[src/rtl/mux16_arbiter_pkg.sv]
// mux16_arbiter_pkg: shared constants and FSM state encoding for the 16:1 select arbiter
package mux16_arbiter_pkg;
  localparam int NREQ = 16;
  localparam int SEL_W = 4;
  typedef enum logic [1:0] {IDLE = 2'd0, OWN = 2'd1, GAP = 2'd2} state_t;
endpackage

[src/rtl/rr_pick16.sv]
// rr_pick16: rotating priority encoder, first set req bit at or after ptr (mod 16)
import mux16_arbiter_pkg::*;
module rr_pick16 (
  input  logic [NREQ-1:0]  req,
  input  logic [SEL_W-1:0] ptr,
  output logic [SEL_W-1:0] idx,
  output logic             any
);
  logic [NREQ-1:0] rot;
  logic [SEL_W-1:0] off;
  always_comb begin
    rot = NREQ'({req, req} >> ptr);
    off = '0;
    for (int i = NREQ - 1; i >= 0; i--) off = rot[i] ? SEL_W'(i) : off;
  end
  assign idx = ptr + off;
  assign any = |req;
endmodule

[src/rtl/mux16_arbiter.sv]
// mux16_arbiter: round-robin owner of the 16:1 mux select with a one-cycle break-before-make gap
import mux16_arbiter_pkg::*;
module mux16_arbiter #(
  parameter int MAX_HOLD = 8,
  parameter int CNT_W = 4
) (
  input  logic             clk,
  input  logic             rst_n,
  input  logic [NREQ-1:0]  req,
  output logic [NREQ-1:0]  gnt,
  output logic             gnt_valid,
  output logic [SEL_W-1:0] s
);
  state_t state, nstate;
  logic [CNT_W-1:0] cnt;
  logic [SEL_W-1:0] ptr, idx;
  logic any, rel;
  rr_pick16 u_pick (.req(req), .ptr(ptr), .idx(idx), .any(any));
  always_comb begin
    rel = !req[s] || ((MAX_HOLD != 0) && (cnt == CNT_W'(MAX_HOLD - 1)));
    nstate = (state == OWN) ? (rel ? GAP : OWN) : (any ? OWN : IDLE);
  end
  always_ff @(posedge clk) begin
    if (!rst_n) begin
      state <= IDLE;
      gnt <= '0;
      gnt_valid <= 1'b0;
      s <= '0;
      ptr <= '0;
      cnt <= '0;
    end else begin
      state <= nstate;
      gnt_valid <= (nstate == OWN);
      if (state == OWN) begin
        cnt <= cnt + 1'b1;
        if (rel) gnt <= '0;
      end else if (any) begin
        s <= idx;
        gnt <= NREQ'(1) << idx;
        ptr <= idx + 1'b1;
        cnt <= '0;
      end
    end
  end
endmodule
[config.mk]
export PLATFORM = sky130hd
export DESIGN_NAME = mux16_arbiter
export DESIGN_NICKNAME = d
export VERILOG_FILES = /design/src/rtl/mux16_arbiter_pkg.sv /design/src/rtl/rr_pick16.sv /design/src/rtl/mux16_arbiter.sv
export SDC_FILE = /design/constraint.sdc
export NUM_CORES = 1
export LEC_CHECK = 0
export ABC_CLOCK_PERIOD_IN_PS = 7060
export BUFFER_PORTS_ARGS = -buffer_cell sky130_fd_sc_hd__buf_2
export CAP_MARGIN = 20
export CORE_MARGIN = 2
export CORE_UTILIZATION = 35
export CTS_BUF_LIST = sky130_fd_sc_hd__clkbuf_4 sky130_fd_sc_hd__clkbuf_8
export DETAILED_ROUTE_END_ITERATION = 7
export PLACE_DENSITY = 0.51
export SYNTH_ARGS = -nofsm -noshare
export SYNTH_HDL_FRONTEND = slang
export SYNTH_SLANG_ARGS = --single-unit
[constraint.sdc]
create_clock -name clk -period 7.06 [get_ports clk]
set_input_delay 1.059 -clock clk [delete_from_list [all_inputs] [get_ports clk]]
set_output_delay 1.059 -clock clk [all_outputs]
set_load 0.01 [all_outputs]
==> flow_summary_export.csv, run 1 <==
group,metric,value,unit
global_routing,grt_pass1_vias,2449,
routing,wl_per_cell,16.8,um
pwr,seqPwrFrac,18.2,%
placement,numPlacedInstances,439,
cells_and_area,fillers,830,
worst_hold_path,hold_path.class,"reg -> reg",
floorplan,coreArea,7610,sq um
clock_tree,clock_sinks,30,
pwr,pwr-share-comb,71.9,%
worst_hold_path,hold_path_end,"gnt[1]",
yosys,yosys.area.top_type,"dfxtp_1",
critical_path,start_kind,"register",
yosys,yosysUniqueCellTypes,52,
yosys,synth_nets,340,
floorplan,die_area,8450,sq um
routing,drt_iter0_markers,164,
clock_tree,clock_latency,270,ps
critical_path,critPathLaunch,"ptr[1]",
clock_tree,htreeDepth,2,
floorplan,io_pins,39,
cells_and_area,n_antenna_cell,0,
clock_tree,cts_tree,"done",
critical_path,worstSetupEndpointType,"register",
cells_and_area,area_growth,13.1,%
sta,setup-tns-final,0,ps
sta,hold_violations,0,
clock_tree,clk_pin_slew,60,ps
floorplan,start_util,35.6,%
routing,drtPass1Iterations,5,
yosys,ys.flop_type,"dfxtp_1",
placement,place.gp.congestion,0.864,
routing,post_drt_via_cell_ratio,5.81,
yosys,synthTopCellsByArea,"dfxtp_1, mux4_2, nand2_1",
sta,rsz0062_at_grt,"false",
placement,place.port_buffers,38,
yosys,synthCells,312,
critical_path,r2r_end,"gnt[15]",
global_routing,grt_max_degree,32,
sta,worst_slew_pin_slew,898,ps
sta,final.period_utilization,68.9,%
clock_tree,cts_buffers,5,
sta,period_minus_slack,4860,ps
sta,drv_slew,0,
critical_path,critPathArrivalTime,4990,ps
clock_tree,cts_setup_buffers,0,
worst_hold_path,holdPathStages,2,
floorplan,die_w,91.9,um
sta,relSlewSlack,39.9,%
pwr,switching_power,671,uW
cells_and_area,seq_area,601,sq um
cells_and_area,multi_input_area,1980,sq um
critical_path,regToRegSetupSlack,2200,ps
global_routing,grt_pass1_wl,12600,um
sta,hold_ws,443,ps
cells_and_area,final_common_cell,"nand2_1",
pwr,power.density,440,nW/um^2
sta,setup_ws,2200,ps
critical_path,ff2ff_path_depth,14,
run,cap_viol_max_count,0,
yosys,seq_area_frac_synth,22.2,%
yosys,syn_area,2710,sq um
routing,drt_wl_total,7510,um
placement,dp_hpwl,5740,um
pwr,netSwitchingFraction,49.8,%
critical_path,max_stage_delay,730,ps
critical_path,worstSetupPathType,"reg -> reg",
yosys,synth_edf_count,0,
cells_and_area,drive_gt1_share,23.5,%
floorplan,die_h,91.9,um
yosys,async_flop_share,0,%
global_routing,grt_overflow,0,
critical_path,cp_common_cell,"xnor2_1",
cells_and_area,final_cells,446,
yosys,netlist.area_leader.share,22.2,%
worst_hold_path,min_from,"gnt[1]",
sta,fmaxAchievable,206,MHz
sta,setup_violations,0,
yosys,ys_ff_latch,30,
placement,placed_area,2980,sq um
routing,drc,0,
pwr,leakage,1.19,nW
critical_path,crit_path_cell_trace,"buf_4, mux4_2, mux2_2, or3_1, and2_1, a211o_1, a311o_1, o221ai_1, ha_1, a21o_1, a21oi_1, xnor2_1, xnor2_1, o22ai_1",
pwr,intPower,675,uW
routing,route.vias.total,2593,
global_routing,grtUsageTotal,18.4,%
critical_path,cpMaxStageDelayCell,"dfxtp_1",
sta,skew,3.15,ps
cells_and_area,final_nets,372,
clock_tree,hold_buffers,0,
critical_path,r2r-start,"ptr[1]",
cells_and_area,fin_area,3060,sq um
critical_path,worst-endpoint-required,7180,ps
yosys,yosys_warnings,0,
critical_path,cp_max_fo,12,
clock_tree,ctsResizeCount,0,
global_routing,antenna_found_initial,0,
clock_tree,root_buffer,"clkbuf_8",
placement,place_ws,2050,ps
clock_tree,clock_tree.buffer_depth,2,
floorplan,num_rows,32,
yosys,synth.avg_cell_area,8.67,sq um
pwr,clkPwrFrac,9.8,%
status,outcome,"complete, no violations",
pwr,ir_drop,0.171,mV
routing,ant_nets,0,
cells_and_area,most-common-layout-cells,"nand2_1, buf_2, dfxtp_1",
worst max-delay path by stage:
| stage | endpoint | slack (ps) | cells past startpoint |
|---|---|---|---|
| 2_1_floorplan | ptr[2] | 2670 | 13 |
| 3_3_place_gp | gnt[15] | 2010 | 14 |
| 3_5_place_dp | gnt[15] | 2050 | 14 |
| 4_1_cts | gnt[15] | 2160 | 14 |
| 5_1_grt | gnt[15] | 1760 | 14 |
| 6_report | gnt[15] | 2200 | 14 |
per-layer routing:
layer  wire length (um)  share of wire [%]  vias up  track usage, %
met5                  0                  0        -               0
met4                159                2.1        0            4.60
met3                494                6.6       12            2.88
met2               3300                 44      111            27.2
met1               3550                 47     1226            28.0
li1                   -                  -     1244               -
per-stage QoR:
stage                     utilization (%)  power, mW
final                                40.2       1.35
after CTS                            40.2       1.35
after floorplan                         -      0.978
after detailed placement             39.1       1.21
after global placement               39.1       1.21
after global routing                 40.2       1.49
sequential cells by signal, summed over array words and instances, names as in the netlist:
name and count:
gnt 16, cnt 4, ptr 4, s 4, state 2
synth_stat cells, types with 3 or more instances:
library cell  number
nor4_1             4
o21ai_0           13
nor2_1            24
inv_1              7
mux4_2            25
dfxtp_1           30
a211oi_1           4
mux2_2             4
nor3_1             5
o21ai_1            6
o22ai_1            3
nand2_1           43
and2_1             6
a22oi_1            3
a22o_1             8
nor2b_1            3
nand3_1           16
ha_1               9
nand2b_1           3
a21oi_1           22
o211ai_1           3
buf_2              4
xnor2_1            4
a211o_1            3
clkbuf_1          11
a31oi_1            5
mux2i_1           10
power groups by stage:
stage	registers (mW)	clock network, mW	logic [mW]
after floorplan	0.246	0	0.733
after global placement	0.250	0	0.960
after detailed placement	0.250	0	0.961
after CTS	0.246	0.137	0.965
after global routing	0.252	0.145	1.09
final	0.245	0.132	0.969
layout make-up:
class | count | area share (%)
Multi-Input combinational cell | 254 | 64.8
Sequential cell | 30 | 19.6
Timing Repair Buffer | 43 | 7.44
Tap cell | 102 | 4.17
Clock buffer | 7 | 2.74
Inverter | 10 | 1.23
worst max-delay path, delay by kind of cell (launching register included):
kind / cells / cell delay, ps
xor+xnor: 2 / 820
simple gates: 2 / 550
compound gates: 6 / 1150
buf+inv: 1 / 340
flops: 1 / 730
mux: 2 / 890
fa+ha+maj: 1 / 220
cells by family (layout without fill, tap and decap cells):
family | count (synthesis) | in the layout | synth area share [%]
simple gates | 114 | 114 | 19.5
compound gates | 85 | 85 | 20.8
mux | 39 | 39 | 26.2
flops | 30 | 30 | 22.2
buf+inv | 28 | 60 | 4.48
fa+ha+maj | 10 | 10 | 4.90
xor+xnor | 6 | 6 | 1.94
Note: power is estimated with default switching activity, not from simulation.
==> run 2, diff against run 1 <==
--- a/config.mk
+++ b/config.mk
@@ -5,7 +5,7 @@
 export SDC_FILE = /design/constraint.sdc
 export NUM_CORES = 1
 export LEC_CHECK = 0
-export ABC_CLOCK_PERIOD_IN_PS = 7060
+export ABC_CLOCK_PERIOD_IN_PS = 4500
 export BUFFER_PORTS_ARGS = -buffer_cell sky130_fd_sc_hd__buf_2
 export CAP_MARGIN = 20
 export CORE_MARGIN = 2
==> constraint.sdc (replaced) <==
create_clock -name clk -period 4.5 [get_ports clk]
set_input_delay 0.675 -clock clk [delete_from_list [all_inputs] [get_ports clk]]
set_output_delay 0.675 -clock clk [all_outputs]
set_load 0.01 [all_outputs]
==> run 2 against run 1 <==
Effect of this change: clock-buffer cell count stayed put; critical path type is now in -> reg; design area grew 3.8%; clock skew is essentially flat; sequential power grew 71%; critical endpoint is now ptr[3]; final cell count increased by 2.9%; non-clock buffer count increased by 12; largest cell class unchanged; clock power is 73% higher; wire length increased by 0.16%; utilization rose by 1.5 points; die area stayed put; highest routed layer unchanged; setup slack worse by 2000 ps.
==> flow_summary_export.csv, run 2 (same netlist as run 1, synthesis figures left out) <==
group,metric,value,unit
clock_tree,cts_tree,"done",
sta,drv_slew,0,
routing,drt_wl_total,7520,um
sta,relSlewSlack,36.8,%
global_routing,grtUsageTotal,18.9,%
routing,wl_per_cell,16.4,um
critical_path,start_kind,"input port",
sta,rsz0062_at_grt,"false",
placement,place.gp.congestion,0.851,
sta,skew,3.58,ps
clock_tree,htreeDepth,2,
clock_tree,clock_sinks,30,
critical_path,worstSetupPathType,"in -> reg",
global_routing,grt_pass1_wl,13000,um
sta,period_minus_slack,4280,ps
floorplan,die_area,8450,sq um
floorplan,start_util,35.6,%
floorplan,io_pins,39,
clock_tree,root_buffer,"clkbuf_8",
clock_tree,cts_buffers,5,
routing,drt_iter0_markers,218,
routing,ant_nets,0,
critical_path,critPathArrivalTime,4430,ps
sta,fmaxAchievable,234,MHz
placement,dp_hpwl,5770,um
critical_path,critPathLaunch,"req[1]",
run,cap_viol_max_count,0,
placement,place_ws,-39.9,ps
cells_and_area,fin_area,3180,sq um
critical_path,cp_max_fo,8,
floorplan,die_h,91.9,um
global_routing,grt_overflow,0,
clock_tree,clk_pin_slew,60,ps
critical_path,worstSetupEndpointType,"register",
worst_hold_path,min_from,"gnt[10]",
pwr,ir_drop,0.284,mV
clock_tree,hold_buffers,0,
placement,place.port_buffers,38,
sta,setup-tns-final,0,ps
floorplan,coreArea,7610,sq um
sta,setup_violations,0,
clock_tree,clock_tree.buffer_depth,2,
global_routing,grt_pass1_vias,2572,
cells_and_area,final_nets,384,
sta,setup_ws,220,ps
status,outcome,"complete, no violations",
cells_and_area,most-common-layout-cells,"nand2_1, buf_2, dfxtp_1",
cells_and_area,largest_reg_flops,16,
cells_and_area,area_growth,17.4,%
cells_and_area,final_common_cell,"nand2_1",
sta,final.period_utilization,95.1,%
routing,drc,0,
sta,hold_violations,0,
clock_tree,clock_latency,280,ps
routing,drtPass1Iterations,4,
routing,post_drt_via_cell_ratio,5.69,
cells_and_area,fin_util,41.8,%
global_routing,grt_max_degree,31,
pwr,leakage,1.27,nW
sta,worst_slew_pin_slew,944,ps
floorplan,num_rows,32,
pwr,power.density,693,nW/um^2
critical_path,worst-endpoint-required,4650,ps
cells_and_area,drive_gt1_share,27.2,%
floorplan,die_w,91.9,um
cells_and_area,top_register,"gnt",
worst_hold_path,hold_path.class,"reg -> reg",
placement,placed_area,3070,sq um
pwr,power.total,2.20,mW
routing,route.vias.total,2613,
critical_path,r2r-start,"ptr[1]",
cells_and_area,n_antenna_cell,0,
global_routing,antenna_found_initial,0,
## run 2: stage by stage
step	hold WS, ps	cells
3_5_place_dp	440	451
2_1_floorplan	423	312
4_1_cts	451	459
6_report	443	459
5_1_grt	464	459
3_3_place_gp	434	451
## run 2: routing by layer
layer | GRT usage, % | vias up | routed length [um]
li1 | - | 1276 | -
met1 | 27.7 | 1251 | 3620
met2 | 29.3 | 78 | 3430
met3 | 3.78 | 8 | 415
met4 | 3.36 | 0 | 63
met5 | 0 | - | 0
## run 2: final timing paths
| path | slack (ps) | cells after the start | to |
|---|---|---|---|
| max reg2reg | 240 | 16 | ptr[3] |
| min | 440 | 2 | gnt[10] |
| max | 220 | 17 | ptr[3] |
| min reg2reg | 440 | 2 | gnt[10] |
## run 2: cell type report
| cell class | count | area, sq um |
|---|---|---|
| repair buffers | 55 | 318 |
| fillers | 781 | 4430 |
| multi-input cells | 254 | 1990 |
| clock inverters | 1 | 5.00 |
| clock buffers | 7 | 90.1 |
| well taps | 102 | 128 |
| inverters | 10 | 37.5 |
| flip-flops and latches | 30 | 608 |
## run 2: what timing repair did
action / 4_1_cts / 5_1_grt
pin swaps: 0 / 0
endpoints found under the setup margin: 11 / 18
resized for setup: 1 / 4
buffers inserted: 0 / 0
## run 2: power breakdown
group          switching (mW)  internal, mW  total, mW  leakage (nW)
logic                   0.877         0.681       1.56         0.974
clock network          0.0985         0.129      0.228        0.0517
registers              0.0867         0.332      0.419         0.246
## run 2: critical path, stage by stage
cell	delay, ps
buf_2	150
mux4_2	530
mux2_2	330
or3_1	330
and2_1	200
a211o_1	270
a311o_1	300
o221ai_1	190
ha_1	220
fa_1	500
inv_1	140
nor2_1	70
nand2_1	70
nand2_1	70
nor3_1	160
mux2i_1	100
o311ai_1	130
